**src/rtl/sum_accumulator.sv**
```systemverilog
`timescale 1ns/1ps
// -----------------------------------------------------------------------------
// sum_accumulator
//
// Accumulates 9-bit beats ({in_cout, in_sum} from an upstream 8-bit adder)
// into a saturating ACC_W-bit total. A frame closes after COUNT accepted
// beats, or early on flush once at least one beat is in. The closed frame is
// held on the output until the downstream side takes it.
//
// Parameters
//   COUNT  beats per frame (1..255)
//   ACC_W  accumulator/result width (9..32)
//
// Ports
//   clk        clock, all state changes on rising edge
//   rst_n      asynchronous active-low reset
//   in_valid   upstream beat valid
//   in_ready   block can accept a beat this cycle (state-only)
//   in_sum     upstream adder sum, 8 bits
//   in_cout    upstream adder carry-out
//   flush      close the current frame early
//   out_valid  frame result valid
//   out_ready  downstream accepts the result
//   out_acc    frame total (saturated)
//   out_cnt    beats in the frame
//   out_sat    frame total saturated
// -----------------------------------------------------------------------------
module sum_accumulator #(
    parameter int COUNT = 4,
    parameter int ACC_W = 16
) (
    input  logic             clk,
    input  logic             rst_n,
    input  logic             in_valid,
    output logic             in_ready,
    input  logic [7:0]       in_sum,
    input  logic             in_cout,
    input  logic             flush,
    output logic             out_valid,
    input  logic             out_ready,
    output logic [ACC_W-1:0] out_acc,
    output logic [7:0]       out_cnt,
    output logic             out_sat
);

    typedef enum logic [1:0] {
        IDLE  = 2'd0,
        ACCUM = 2'd1,
        HOLD  = 2'd2
    } state_t;

    localparam logic [7:0] COUNT_L = 8'(COUNT);

    state_t           state, state_next;
    logic [ACC_W-1:0] acc, acc_next;
    logic [7:0]       cnt, cnt_next;
    logic             sat, sat_next;
    logic             started;

    logic             accept;
    logic [ACC_W:0]   beat_ext;
    logic [ACC_W:0]   sum_wide;
    logic [7:0]       cnt_inc;
    logic             last_beat;

    // started holds in_ready low while reset is asserted and until the first
    // clock edge after release.
    assign in_ready  = started && (state != HOLD);
    assign accept    = in_valid && in_ready;

    // One extra bit on the adder exposes overflow of the ACC_W-bit total.
    assign beat_ext  = {{(ACC_W-8){1'b0}}, in_cout, in_sum};
    assign sum_wide  = {1'b0, acc} + beat_ext;
    assign cnt_inc   = cnt + 8'd1;
    assign last_beat = (cnt_inc == COUNT_L);

    always_comb begin
        // NOTE: every always_comb output gets a default first so that no path
        // leaves it unassigned, which would otherwise infer a latch.
        state_next = state;
        acc_next   = acc;
        cnt_next   = cnt;
        sat_next   = sat;

        case (state)
            IDLE, ACCUM: begin
                if (accept) begin
                    if (sum_wide[ACC_W]) begin
                        acc_next = '1;
                        sat_next = 1'b1;
                    end else begin
                        acc_next = sum_wide[ACC_W-1:0];
                    end
                    cnt_next = cnt_inc;
                    // A beat arriving with flush still belongs to the frame.
                    state_next = (last_beat || flush) ? HOLD : ACCUM;
                end else if (flush && (state == ACCUM)) begin
                    // Flush in IDLE without a beat is ignored: no empty frames.
                    state_next = HOLD;
                end
            end

            HOLD: begin
                if (out_ready) begin
                    state_next = IDLE;
                    acc_next   = '0;
                    cnt_next   = '0;
                    sat_next   = 1'b0;
                end
            end

            default: begin
                state_next = IDLE;
                acc_next   = '0;
                cnt_next   = '0;
                sat_next   = 1'b0;
            end
        endcase
    end

    always_ff @(posedge clk or negedge rst_n) begin
        if (!rst_n) begin
            state   <= IDLE;
            acc     <= '0;
            cnt     <= '0;
            sat     <= 1'b0;
            started <= 1'b0;
        end else begin
            // NOTE: state registers use non-blocking assignments so every flop
            // samples the pre-edge values regardless of statement order.
            state   <= state_next;
            acc     <= acc_next;
            cnt     <= cnt_next;
            sat     <= sat_next;
            started <= 1'b1;
        end
    end

    // Outputs come straight from registers; they track the running total
    // and are only meaningful while out_valid is high.
    assign out_valid = (state == HOLD);
    assign out_acc   = acc;
    assign out_cnt   = cnt;
    assign out_sat   = sat;

endmodule

```
**config.mk**
```make
export PLATFORM = sky130hd
export DESIGN_NAME = sum_accumulator
export DESIGN_NICKNAME = d
export VERILOG_FILES = /design/src/rtl/sum_accumulator.sv
export SDC_FILE = /design/constraint.sdc
export NUM_CORES = 1
export LEC_CHECK = 0
export ABC_AREA = 1
export BUFFER_PORTS_ARGS = -buffer_cell sky130_fd_sc_hd__clkbuf_2
export CAP_MARGIN = 20
export CORE_ASPECT_RATIO = 1.25
export CORE_MARGIN = 1
export CORE_UTILIZATION = 40
export CTS_CLUSTER_SIZE = 24
export DETAILED_ROUTE_END_ITERATION = 7
export PLACE_DENSITY_LB_ADDON = 0.1
export SLEW_MARGIN = 25
export SYNTH_ARGS = -nofsm -noshare
export SYNTH_HDL_FRONTEND = slang
export SYNTH_SLANG_ARGS = --single-unit
export TNS_END_PERCENT = 20
```
**constraint.sdc**
```tcl
create_clock -name clk -period 2 [get_ports clk]
set_input_delay 0.3 -clock clk [delete_from_list [all_inputs] [get_ports clk]]
set_output_delay 0.3 -clock clk [all_outputs]
set_load 0.01 [all_outputs]
```
### After elaboration in Yosys (flattened, before gate mapping)

Index checks and enable logic that the tools add are counted.

* $lt $le $gt $ge: 0
* $add $sub $neg: 2
* reduce and logical (&&, ||, !) cells: 9
* multiplexer cells: 16
* multipliers: 0
* eq/ne operators: 8
* bitwise gates (word level): 0
* div/mod/pow operators: 0
* shift operators: 0

Operator list (count)
* $mux W16: 3
* $pmux W16 S2: 1
* $add A16 B9 Y17: 1
* $mux W8: 2
* $pmux W8 S2: 1
* $add A8 B1 Y8 const B: 1
* $eq A8 B3 Y1 const B: 1
* $mux W2: 4
* $ne A2 B2 Y1 const B: 3
* $pmux W2 S2: 1
* $reduce_and A2 Y1: 2
* $logic_and A1 B1 Y1: 3
* $mux W1: 3
* $ne A3 B3 Y1 const B: 1
* $reduce_and A3 Y1: 1
* $eq A2 B1 Y1 const B: 1
* $eq A2 B2 Y1 const B: 1
* $logic_not A2 Y1: 1
* $ne A2 B1 Y1 const B: 1
* $pmux W1 S2: 1
* $reduce_or A2 Y1: 1
* $logic_or A1 B1 Y1: 1

* bits in writable memories: 0
* logic and storage cells: 40
* bits in latches: 0
* output and inout bits: 27
* bits in registers: 28
* ROM bits: 0
* memories: 0
* bits of input ports: 14

### Longest topological paths before layout

* depth after elaboration: 6
* depth in mapped cells: 12
* mapped depth without buffers: 12

### Worst setup path after synthesis

OpenSTA, ideal clock, no wires.

* path type: flip-flop to flip-flop
* from: register acc[0] (netlist: out_acc[0])
* to: register acc[3] (netlist: out_acc[3])
* stages on the path, launching flop included: 11
* arrival: 1.747 ns
* buffers on the path: 0
* path slack: 0.130 ns
* clock period less this slack: 1.870 ns
* cells stage by stage: dfrtp_1 ha_1 fa_1 nand2_1 nand2_1 nand3_1 nand2_2 nand2_1 o21ai_2 o21ai_0 nand2_1

* longest elaborated chain between the ends: 4

RTL lines
* start, declared: line 55 `logic [ACC_W-1:0] acc, acc_next;`
* start signal, assigned: line 132 `acc <= acc_next;`
* $add A16 B9 Y17: line 73 `assign sum_wide = {1'b0, acc} + beat_ext;`
* $mux W16: line 88 `if (sum_wide[ACC_W]) begin`
* $mux W16: line 87 `if (accept) begin`
* $pmux W16 S2: line 85 `case (state)`

Every way passes these cells. The select of a mux whose other input is x is not followed.
A chain may end at the register's enable or synchronous reset.

### Worst setup path after layout

* from: register acc[0] (netlist: out_acc[0])
* to: register acc[15] (netlist: out_acc[15])

The elaborated chain is that of the path after synthesis.

==> summary.md <==
| Metric | Value |
|---|---|
| Die W | `between 60 and 70 um` |
| Register Area | `between 700 and 800 sq um` |
| CP Max Fanout | `6` |
| Final setup violation count | `0` |
| Buf+Inv Stages, Crit Path | `0` |
| Maximum vdd drop | `around 0.0005 V` |
| Fin worst setup slack | `0.1129 ns` |
| Area added between synthesis and finish | `19.14%` |
| Initial antenna violation count | `0` |
| Syn_area_per_cell | `roughly 6.7 sq um` |
| Dpl hpwl | `around 3600 um` |
| Final wirelength | `about 4800 um` |
| Initial Utilization | `42.23%` |
| Die area | `roughly 0.0054 sq mm` |
| CP required | `~2.2 ns` |
| CTS clk-pin slew, worst paths | `0.11 ns` |
| CTS tree | `done` |
| Worst slew margin | `50.75%` |
| Core ar. | `around 0.0048 sq mm` |
| Via count | `between 1,500 and 2,000` |
| R2R setup slack | `0.11 ns` |
| First-pass GRT wire length | `7955 um` |
| Synth warn | `0` |
| Pre-CTS WS | `-0.03950 ns` |
| Max-slew violation count | `0` |
| # DRC | `0` |
| Fin util | `roughly 50%` |
| CTS max path bufs | `2` |
| Max H-tree Level | `1` |
| Congestion Overflow GR | `0` |
| Maximum clock rate | `~530 MHz` |
| Pin count of the biggest net entering global routing | `29` |
| Clk root buf | `clkbuf_8` |
| I/O pin count | `between 40 and 50` |
| Num CTS Buffers | `3` |
| CTS sink count | `28` |
| Hold Fails Final Rpt | `0` |
| CP arrival | `between 2 and 2.5 ns` |
| RSZ-0062 raised after global routing | `no` |
| Max Cap Violations | `0` |
| Critical Path Start Type | `flip-flop` |
| Post-CTS Hold Fix Bufs | `0` |
| Slew @ Worst Pin | `roughly 0.74 ns` |
| Most area-hungry cell type in the Yosys netlist | `dfrtp_1` |
| Worst path cell trace | `ha_2, fa_2, nand2_1, nand2_2, nand3_2, nand2_2, a21oi_4, nand3_1, nand2_1, nand2_1` |
| FILL cells | `505` |
| Share of cells above drive strength 1 | `between 10% and 20%` |
| Row cnt | `28` |
| Fin crit share | `a little over nine tenths` |
| CP top delay family | `simple AND/OR/NAND/NOR gates` |
| Share of the synthesized area in the top cell type | `around 35%` |
| Post-route clock skew | `0.005900 ns` |
| Vias/cell | `~4.9` |
| Final net count | `about 370` |
| Critical path type | `flip-flop to flip-flop` |
| Yosys cell types | `30` |
| Vias in the first global route | `about 1,800` |
| Final ANT Viol Nets | `0` |
| Die H | `81.59 um` |
| Cell mode on critical path | `nand2_1` |
| Seq/Total Area, Yosys | `roughly 35%` |
| Power Dens Cells | `roughly 1100 mW/mm^2` |
| Final weighted congestion of routability-driven global placement | `0.8138` |
| Crit path largest cell delay | `0.40 ns` |
| Synthesized area | `approximately 0.0020 sq mm` |
| Status | `finished clean` |
| Multi-input gate area | `between 0.001 and 0.0015 sq mm` |
| Crit-path slowest cell | `dfrtp_1` |
| #FFs+latches synth | `28` |
| Drt wl/cell | `about 12 um` |
| Clk_lat worst skew | `~0.28 ns` |
| Fin crit period | `between 1.5 and 2 ns` |
| Antenna Cells | `0` |
| Gate count of the mapped netlist | `301` |
| Syn_nets | `326` |
| Leakage | `between 0.001 and 0.0015 uW` |
| Buffers on Ports | `40` |
| Hold Crit Class | `primary input to asynchronous set/reset pin` |
| GRT Util Overall | `about a fifth` |
| Critical Path Sink Type | `flip-flop` |
| TritonRoute pass-1 iters | `4` |
| Reg-to-Reg Start | `out_acc[0]` |
| Critical Path Start | `out_acc[0]` |
| DRT iter0 DRCs | `72` |
| Largest cells by area after synthesis | `dfrtp_1 35%, nand2_1 22%, inv_1 7.8%, ha_1 6.2%, nand3_1 5.4%` |
| Total chip power | `about 2600 uW` |
==> cell type report <==
class / instances / area share [%]
multi-input combinational: 225 / 47.88
sequential: 28 / 29.02
clock buffer: 3 / 1.710
tap: 60 / 3.109
inverter: 44 / 6.891
clock inverter: 1 / 1.244
timing repair buffer: 46 / 10.16
==> registers in the layout (all words and copies together), names as in the netlist <==
signal	flops
state	2
out_acc	16
out_sat	1
out_cnt	8
started	1
==> cell families (layout without fill, tap and decap cells) <==
kind of cell,after synthesis,count (layout),share of synthesized area (%)
AND/OR/NAND/NOR,175,175,35.99
buffers and inverters,48,94,9.814
AO/OA/AOI/OAI,29,29,8.395
flip-flops,28,28,34.57
adder cells (fa/ha/maj),11,11,7.161
XOR/XNOR,9,9,3.889
other,1,1,0.1850
==> cell usage after synthesis <==
cell and count:
o22ai_1 2, clkinv_2 1, buf_6 2, buf_2 2, o21ai_1 7, a21oi_4 1, xnor2_1 3, fa_1 1
nor2_1 17, conb_1 1, o21ai_0 12, a21oi_2 1, and2_1 1, inv_1 42, nand3_1 22, a21oi_1 4
a22o_1 1, nor2_2 2, or2_1 2, o21ai_2 1, or2_2 1, nand2_1 121, nor2_4 1, ha_1 10
inv_2 1, nand2_2 2, nand3b_1 2, nand4_1 4, dfrtp_1 28, xor2_1 6
==> path summary, 6_finish.rpt <==
path	to	cells past startpoint
worst max-delay path	out_acc[15]	10
worst min-delay path	out_acc[8]	1
worst max register to register	out_acc[15]	10
worst min register to register	out_acc[8]	2
max in group asynchronous	out_acc[4]	1
min in group clk	state[1]	3
==> cell usage in the layout, fill, tap and decap left out, types with 6 or more instances in the layout <==
| cell | instances |
|---|---|
| xor2_1 | 6 |
| nand3_1 | 20 |
| inv_1 | 42 |
| o21ai_0 | 6 |
| nor2_1 | 17 |
| nand2_1 | 120 |
| o21ai_1 | 13 |
| ha_1 | 9 |
| dfrtp_1 | 28 |
| buf_4 | 6 |
| clkbuf_2 | 40 |
==> worst reg2reg max path, cell delays in order, from the launching register on <==
cell,delay (ns)
dfrtp_1,0.40
ha_2,0.19
fa_2,0.35
nand2_1,0.09
nand2_2,0.08
nand3_2,0.08
nand2_2,0.10
a21oi_4,0.27
nand3_1,0.12
nand2_1,0.07
nand2_1,0.05
==> where the power goes <==
part / internal [uW] / switching (uW)
Clock: 268 / 190
Sequential: 691 / 130
Combinational: 494 / 802
Total: 1450 / 1120
==> what timing repair did <==
action	CTS	global route
setup buffers	0	1
pin swaps	0	3
endpoints found under the setup margin	6	17
resized for setup	2	11
==> layer usage <==
metal	vias up	part of all wire [%]	track usage, %
met2	35	51	36.22
met1	917	45	22.83
met4	0	0.87	5.217
met5	-	0	0
li1	1025	-	-
met3	4	3.0	2.083
==> per-stage QoR <==
stage	cells	hold slack (ns)	setup TNS [ns]	area (sq um)
detailed placement	402	0.4019	-0.1646	2307
finish	407	0.06905	0	2415
CTS	406	0.08757	-0.02950	2386
global route	407	0.1358	0	2415
floorplan	301	0.004409	0	2027
global placement	402	0.3975	0	2307
No activity file was read; power rests on OpenSTA's default activity.
